## src/rtl/uart_pkg.sv

```systemverilog
// Shared UART definitions: data width and the TX feeder state encoding.
package uart_pkg;

   localparam int UART_DATA_W = 8;

   localparam logic [1:0] ST_IDLE      = 2'd0;
   localparam logic [1:0] ST_LAUNCH    = 2'd1;
   localparam logic [1:0] ST_WAIT_DONE = 2'd2;
   localparam logic [1:0] ST_GAP       = 2'd3;

   typedef enum logic [1:0] {
      IDLE      = ST_IDLE,
      LAUNCH    = ST_LAUNCH,
      WAIT_DONE = ST_WAIT_DONE,
      GAP       = ST_GAP
   } feeder_state_t;

endpackage

```

## src/rtl/uart_sync_fifo.sv

```systemverilog
// Single-clock FIFO with an explicit occupancy counter and registered flags.
module uart_sync_fifo #(
   parameter int DEPTH = 16,
   parameter int WIDTH = 8
) (
   input  logic                     clk,
   input  logic                     rst_n,
   input  logic                     i_push,
   input  logic [WIDTH-1:0]         i_push_data,
   input  logic                     i_pop,
   output logic [WIDTH-1:0]         o_pop_data,
   input  logic                     i_flush,
   output logic [$clog2(DEPTH):0]   o_level,
   output logic                     o_full,
   output logic                     o_empty
);

   localparam int PTR_W = $clog2(DEPTH);
   localparam int LVL_W = PTR_W + 1;

   logic [WIDTH-1:0] r_mem [DEPTH];
   logic [PTR_W-1:0] r_wr_ptr;
   logic [PTR_W-1:0] r_rd_ptr;
   logic [LVL_W-1:0] r_level;
   logic             r_full;
   logic             r_empty;

   logic             w_push_ok;
   logic             w_pop_ok;
   logic [LVL_W-1:0] w_level_nxt;

   // Overflow and underflow requests are silently refused here.
   assign w_push_ok = i_push && !r_full;
   assign w_pop_ok  = i_pop && !r_empty;

   // Occupancy update for the four push/pop combinations.
   always_comb begin
      w_level_nxt = r_level;
      case ({w_push_ok, w_pop_ok})
         2'b10:   w_level_nxt = r_level + LVL_W'(1);
         2'b01:   w_level_nxt = r_level - LVL_W'(1);
         default: w_level_nxt = r_level;
      endcase
   end

   // Pointers, level and flags; flush outranks any same-cycle push or pop.
   always_ff @(posedge clk or negedge rst_n) begin
      if (!rst_n) begin
         r_wr_ptr <= '0;
         r_rd_ptr <= '0;
         r_level  <= '0;
         r_full   <= 1'b0;
         r_empty  <= 1'b1;
      end else if (i_flush) begin
         r_wr_ptr <= '0;
         r_rd_ptr <= '0;
         r_level  <= '0;
         r_full   <= 1'b0;
         r_empty  <= 1'b1;
      end else begin
         if (w_push_ok) begin
            r_wr_ptr <= r_wr_ptr + PTR_W'(1);
         end
         if (w_pop_ok) begin
            r_rd_ptr <= r_rd_ptr + PTR_W'(1);
         end
         r_level <= w_level_nxt;
         r_full  <= (w_level_nxt == LVL_W'(DEPTH));
         r_empty <= (w_level_nxt == LVL_W'(0));
      end
   end

   // Storage array; contents are only meaningful below the level count.
   always_ff @(posedge clk) begin
      if (w_push_ok && !i_flush) begin
         r_mem[r_wr_ptr] <= i_push_data;
      end
   end

   assign o_pop_data = r_mem[r_rd_ptr];
   assign o_level    = r_level;
   assign o_full     = r_full;
   assign o_empty    = r_empty;

endmodule

```

## src/rtl/uart_tx_feeder.sv

```systemverilog
// Buffers host bytes and feeds them to uart_tx one frame at a time,
// pacing launches on tx_done plus an optional idle gap.
module uart_tx_feeder
   import uart_pkg::*;
#(
   parameter int DEPTH    = 16,
   parameter int GAP_CLKS = 0
) (
   input  logic                     clk,
   input  logic                     rst_n,
   input  logic                     wr_valid,
   input  logic [UART_DATA_W-1:0]   wr_data,
   output logic                     wr_ready,
   input  logic                     flush,
   output logic [$clog2(DEPTH):0]   level,
   output logic                     empty,
   output logic                     full,
   output logic                     tx_start,
   output logic [UART_DATA_W-1:0]   tx_data,
   input  logic                     tx_done,
   input  logic                     tx_active
);

   localparam int GAP_W = (GAP_CLKS > 1) ? $clog2(GAP_CLKS) : 1;
   localparam logic [GAP_W-1:0] GAP_LOAD = (GAP_CLKS > 0) ? GAP_W'(GAP_CLKS - 1) : '0;

   feeder_state_t          r_state;
   feeder_state_t          w_state_nxt;
   logic [GAP_W-1:0]       r_gap_cnt;
   logic [GAP_W-1:0]       w_gap_nxt;
   logic                   r_tx_start;
   logic [UART_DATA_W-1:0] r_tx_data;

   logic                   w_launch;
   logic                   w_empty;
   logic                   w_full;
   logic [UART_DATA_W-1:0] w_head;

   uart_sync_fifo #(
      .DEPTH (DEPTH),
      .WIDTH (UART_DATA_W)
   ) u_fifo (
      .clk         (clk),
      .rst_n       (rst_n),
      .i_push      (wr_valid),
      .i_push_data (wr_data),
      .i_pop       (w_launch),
      .o_pop_data  (w_head),
      .i_flush     (flush),
      .o_level     (level),
      .o_full      (w_full),
      .o_empty     (w_empty)
   );

   // The pop and the launch are the same event, so the head lands in tx_data.
   assign w_launch = (r_state == IDLE) && !w_empty && !tx_active;

   // Next-state and gap-counter logic.
   always_comb begin
      w_state_nxt = r_state;
      w_gap_nxt   = r_gap_cnt;
      case (r_state)
         IDLE: begin
            if (w_launch) begin
               w_state_nxt = LAUNCH;
            end else begin
               w_state_nxt = IDLE;
            end
         end
         LAUNCH: begin
            w_state_nxt = WAIT_DONE;
         end
         WAIT_DONE: begin
            if (tx_done) begin
               if (GAP_CLKS == 0) begin
                  w_state_nxt = IDLE;
               end else begin
                  w_state_nxt = GAP;
                  w_gap_nxt   = GAP_LOAD;
               end
            end else begin
               w_state_nxt = WAIT_DONE;
            end
         end
         GAP: begin
            if (r_gap_cnt == '0) begin
               w_state_nxt = IDLE;
            end else begin
               w_gap_nxt = r_gap_cnt - GAP_W'(1);
            end
         end
         default: begin
            w_state_nxt = IDLE;
            w_gap_nxt   = '0;
         end
      endcase
   end

   // State, gap counter and the registered transmitter command.
   always_ff @(posedge clk or negedge rst_n) begin
      if (!rst_n) begin
         r_state    <= IDLE;
         r_gap_cnt  <= '0;
         r_tx_start <= 1'b0;
         r_tx_data  <= '0;
      end else begin
         r_state    <= w_state_nxt;
         r_gap_cnt  <= w_gap_nxt;
         r_tx_start <= w_launch;
         if (w_launch) begin
            r_tx_data <= w_head;
         end
      end
   end

   assign wr_ready = !w_full;
   assign empty    = w_empty;
   assign full     = w_full;
   assign tx_start = r_tx_start;
   assign tx_data  = r_tx_data;

endmodule
```

## config.mk

```make
export PLATFORM = sky130hd
export DESIGN_NAME = uart_tx_feeder
export DESIGN_NICKNAME = d
export VERILOG_FILES = /design/src/rtl/uart_pkg.sv /design/src/rtl/uart_sync_fifo.sv /design/src/rtl/uart_tx_feeder.sv
export SDC_FILE = /design/constraint.sdc
export NUM_CORES = 1
export LEC_CHECK = 0
export ABC_AREA = 1
export CAP_MARGIN = 10
export CORE_ASPECT_RATIO = 0.75
export CORE_MARGIN = 4
export CORE_UTILIZATION = 50
export CTS_CLUSTER_DIAMETER = 200
export DETAILED_ROUTE_END_ITERATION = 8
export PLACE_DENSITY = 0.7
export SETUP_SLACK_MARGIN = 0.05
export SLEW_MARGIN = 20
export SYNTH_ARGS = -nofsm -noshare
export SYNTH_HDL_FRONTEND = slang
export SYNTH_SLANG_ARGS = --single-unit
```

## constraint.sdc

```tcl
create_clock -name clk -period 2.1 [get_ports clk]
set_input_delay 0.63 -clock clk [delete_from_list [all_inputs] [get_ports clk]]
set_output_delay 0.63 -clock clk [all_outputs]
set_load 0.05 [all_outputs]
```

==> flow_summary.ini <==
[clock_network]
cts_tree = done
clock_latency_ns = 0.42
postCtsSetupRepairBufs = 0
clock_path_buffers = 2
cts_root_buf = clkbuf_16
numCtsBuffers = 17
htreeDepth = 4
clk_pin_slew_ns = 0.06
clock_sinks = 154
hold_buffers = 0

[global_route]
grt_overflow = 0
grt.met1_usage_pct = 30.7
grtUsageTotal_pct = 21.1
gr-usage-met3_pct = 4.94
grt_pass1_wl_um = 23600
antenna_found_initial = 0
grt-busiest-layer = met2
use_met2_pct = 32.2
grt_max_degree = 35
grt_pass1_vias = 4204

[timing]
fin_crit_ns = 1.94
setup_tns_ns = 0
worst_clock_skew_ns = 0.0122
rsz0062_at_grt = yes
setup_viol = 0
period_share_pct = 92.3
whs_ns = 0.569
fmax_ghz = 0.516
slew_viol_final = 0
finalHoldViolCount = 0
max_slew_margin_pct = 55.9
tightest_slew_ns = 0.660

[worst_hold_path]
hp-start = tx_data[0]$_DFFE_PN0N_
holdPathEnd = tx_data[0]$_DFFE_PN0N_
hold_class = reg2reg
worstHoldPathCells = 2

[route]
viasPerCell = 5.68
firstDrtPassIters = 5
wire_per_inst_um = 19.6
ant_nets = 0
finalWirelength_um = 15000
drt_iter0_drc = 489
vias = 4371
drcViolationCount = 0

[synthesis]
synth_area_leaders = edfxtp_1 (60%), dfrtp_1 (9.8%), o21ai_0 (5.7%)
yosysMostFrequentCell = edfxtp_1
synth-main-ff-cell = edfxtp_1
synth_top_area_cell = edfxtp_1
synthTopCellsByCount = edfxtp_1 (128), nor2_1 (97), o21ai_0 (73), nand2_1 (32)
synth_edf_count = 128
netlist.area_leader.share_pct = 60.4
synth-seq-cells = 154
synth_cell_types = 32
netlist_instances = 519
syn_area_um2 = 6370
yosys_warnings = 0
syn_avg_cell_area_um2 = 12.3
async_reset_ff_share_pct = 16.9
syn-num-nets = 540
seq_area_frac_synth_pct = 70.6

[setup_path]
crit_fanout = 6
timing.rr.end = u_fifo.r_mem[14][7]$_DFFE_PP_
r2r_slack_ns = 0.18
slowest_delay_ns = 0.47
rr_worst_depth = 7
crit_path_end_kind = flop
critical_path.top_delay_family = buffers and inverters
cp_data_arrival_time_ns = 2.06
critPathRequiredTime_ns = 2.23
start_kind = input pin
worstReg2RegStart = u_fifo.o_full$_DFF_PN0_
worst_path_max_delay_cell = clkdlybuf4s50_1
crit_chain = clkdlybuf4s50_1 -> nor2_1 -> inv_1 -> nor3_1 -> buf_4
critPathBufInv = 3
critical_path_class = in2reg

[power]
p_leak_nw = 2.84
p_per_area_nw_per_um2 = 1130
ir_drop_mv = 0.606

[die]
core_um2 = 12300
start_util_pct = 51.6
die-area_um2 = 14600
die_x_um = 138
rows = 35
num_io_pins = 31
die-height_um = 106

[placement]
portBuffers = 30
gp_congestion = 0.884
placed_area_um2 = 7080
dp_hpwl_um = 9810

[final_layout]
diodes = 0
drive_above_1_share_pct = 19.9
fin_area_um2 = 7670
fill_cells = 977
syn2layout_area_growth_pct = 20.6
layout.nets = 611

[run_status]
status = finished, final reports clean

[run]
drv_cap = 0
-- flip-flops by register name, summed over array words and instances, names as in the netlist --
register	cells
u_fifo.r_wr_ptr	4
u_fifo.o_empty	1
u_fifo.o_level	5
tx_data	8
tx_start	1
r_state	2
u_fifo.r_rd_ptr	4
u_fifo.o_full	1
u_fifo.r_mem	128
-- timing repair --
action                                  4_1_cts  5_1_grt
endpoints found under the setup margin       19        2
pin swaps                                     2        2
resized for setup                             4        3
-- cell type report --
type | count | area (um^2) | share of cell area, %
Timing Repair Buffer | 78 | 616 | 8.02
Sequential cell | 154 | 4500 | 58.6
Tap cell | 166 | 208 | 2.71
Clock inverter | 15 | 164 | 2.14
Clock buffer | 17 | 425 | 5.54
Inverter | 31 | 124 | 1.61
Multi-Input combinational cell | 308 | 1640 | 21.4
-- placed cells by master (no fill, tap or decap), types with 3 or more instances in the layout --
cell,n
clkbuf_16,17
inv_1,26
inv_6,5
nand3_1,22
o21ai_1,3
buf_4,65
nand2_1,32
ha_1,6
nand2_2,3
a31oi_1,8
nor2_1,96
dfrtp_1,23
o22ai_1,6
o221ai_1,26
clkinv_4,5
nor3_1,11
edfxtp_1,128
clkdlybuf4s50_1,11
o21ai_0,71
nor2_4,3
a21oi_1,4
-- per-stage QoR --
stage               power (mW)  cells  util [%]  setup slack (ns)
finish                    8.68    769      62.1             0.162
global route              9.06    769      62.1            0.0399
CTS                       8.70    769      62.1             0.154
detailed placement        5.70    737      57.3            -0.480
global placement          5.64    737      57.3            -0.486
floorplan                 5.03    519         -            0.0334
-- worst register-to-register path, stage by stage, from the launching register on --
cell     delay, ns
dfrtp_2       0.43
inv_4         0.07
nand2_4       0.06
buf_4         0.15
nor2_1        0.16
inv_1         0.14
nor3_1        0.37
buf_4         0.25
-- power breakdown --
| part | leakage [nW] | switching, mW | internal [mW] |
|---|---|---|---|
| combinational | 1.07 | 1.35 | 0.673 |
| clock | 0.285 | 1.24 | 1.77 |
| sequential | 1.48 | 0.146 | 3.49 |
| total | 2.84 | 2.74 | 5.94 |
-- kinds of logic after synthesis --
group	synth area share, %
flops	70.6
buf+inv	4.07
fa+ha+maj	1.38
simple gates	12.1
compound gates	11.5
xor+xnor	0.275
-- worst max-delay path by stage --
| stage | startpoint | to | depth (start not counted) |
|---|---|---|---|
| 4_1_cts | tx_active | u_fifo.o_full$_DFF_PN0_ | 17 |
| 6_report | flush | u_fifo.r_mem[14][7]$_DFFE_PP_ | 5 |
| 3_5_place_dp | wr_valid | u_fifo.r_mem[15][4]$_DFFE_PP_ | 7 |
| 3_3_place_gp | wr_valid | u_fifo.r_mem[15][3]$_DFFE_PP_ | 7 |
| 2_1_floorplan | u_fifo.o_full$_DFF_PN0_ | u_fifo.r_mem[15][0]$_DFFE_PP_ | 5 |
| 5_1_grt | r_state[0]$_DFF_PN0_ | u_fifo.o_full$_DFF_PN0_ | 16 |
-- routing by layer --
layer  vias to the layer above  wire, um
met5                         -         0
met4                         0       111
met3                        12      1180
met2                       174      7040
met1                      2145      6700
li1                       2040         -
Power figures use the tool's default switching activity.
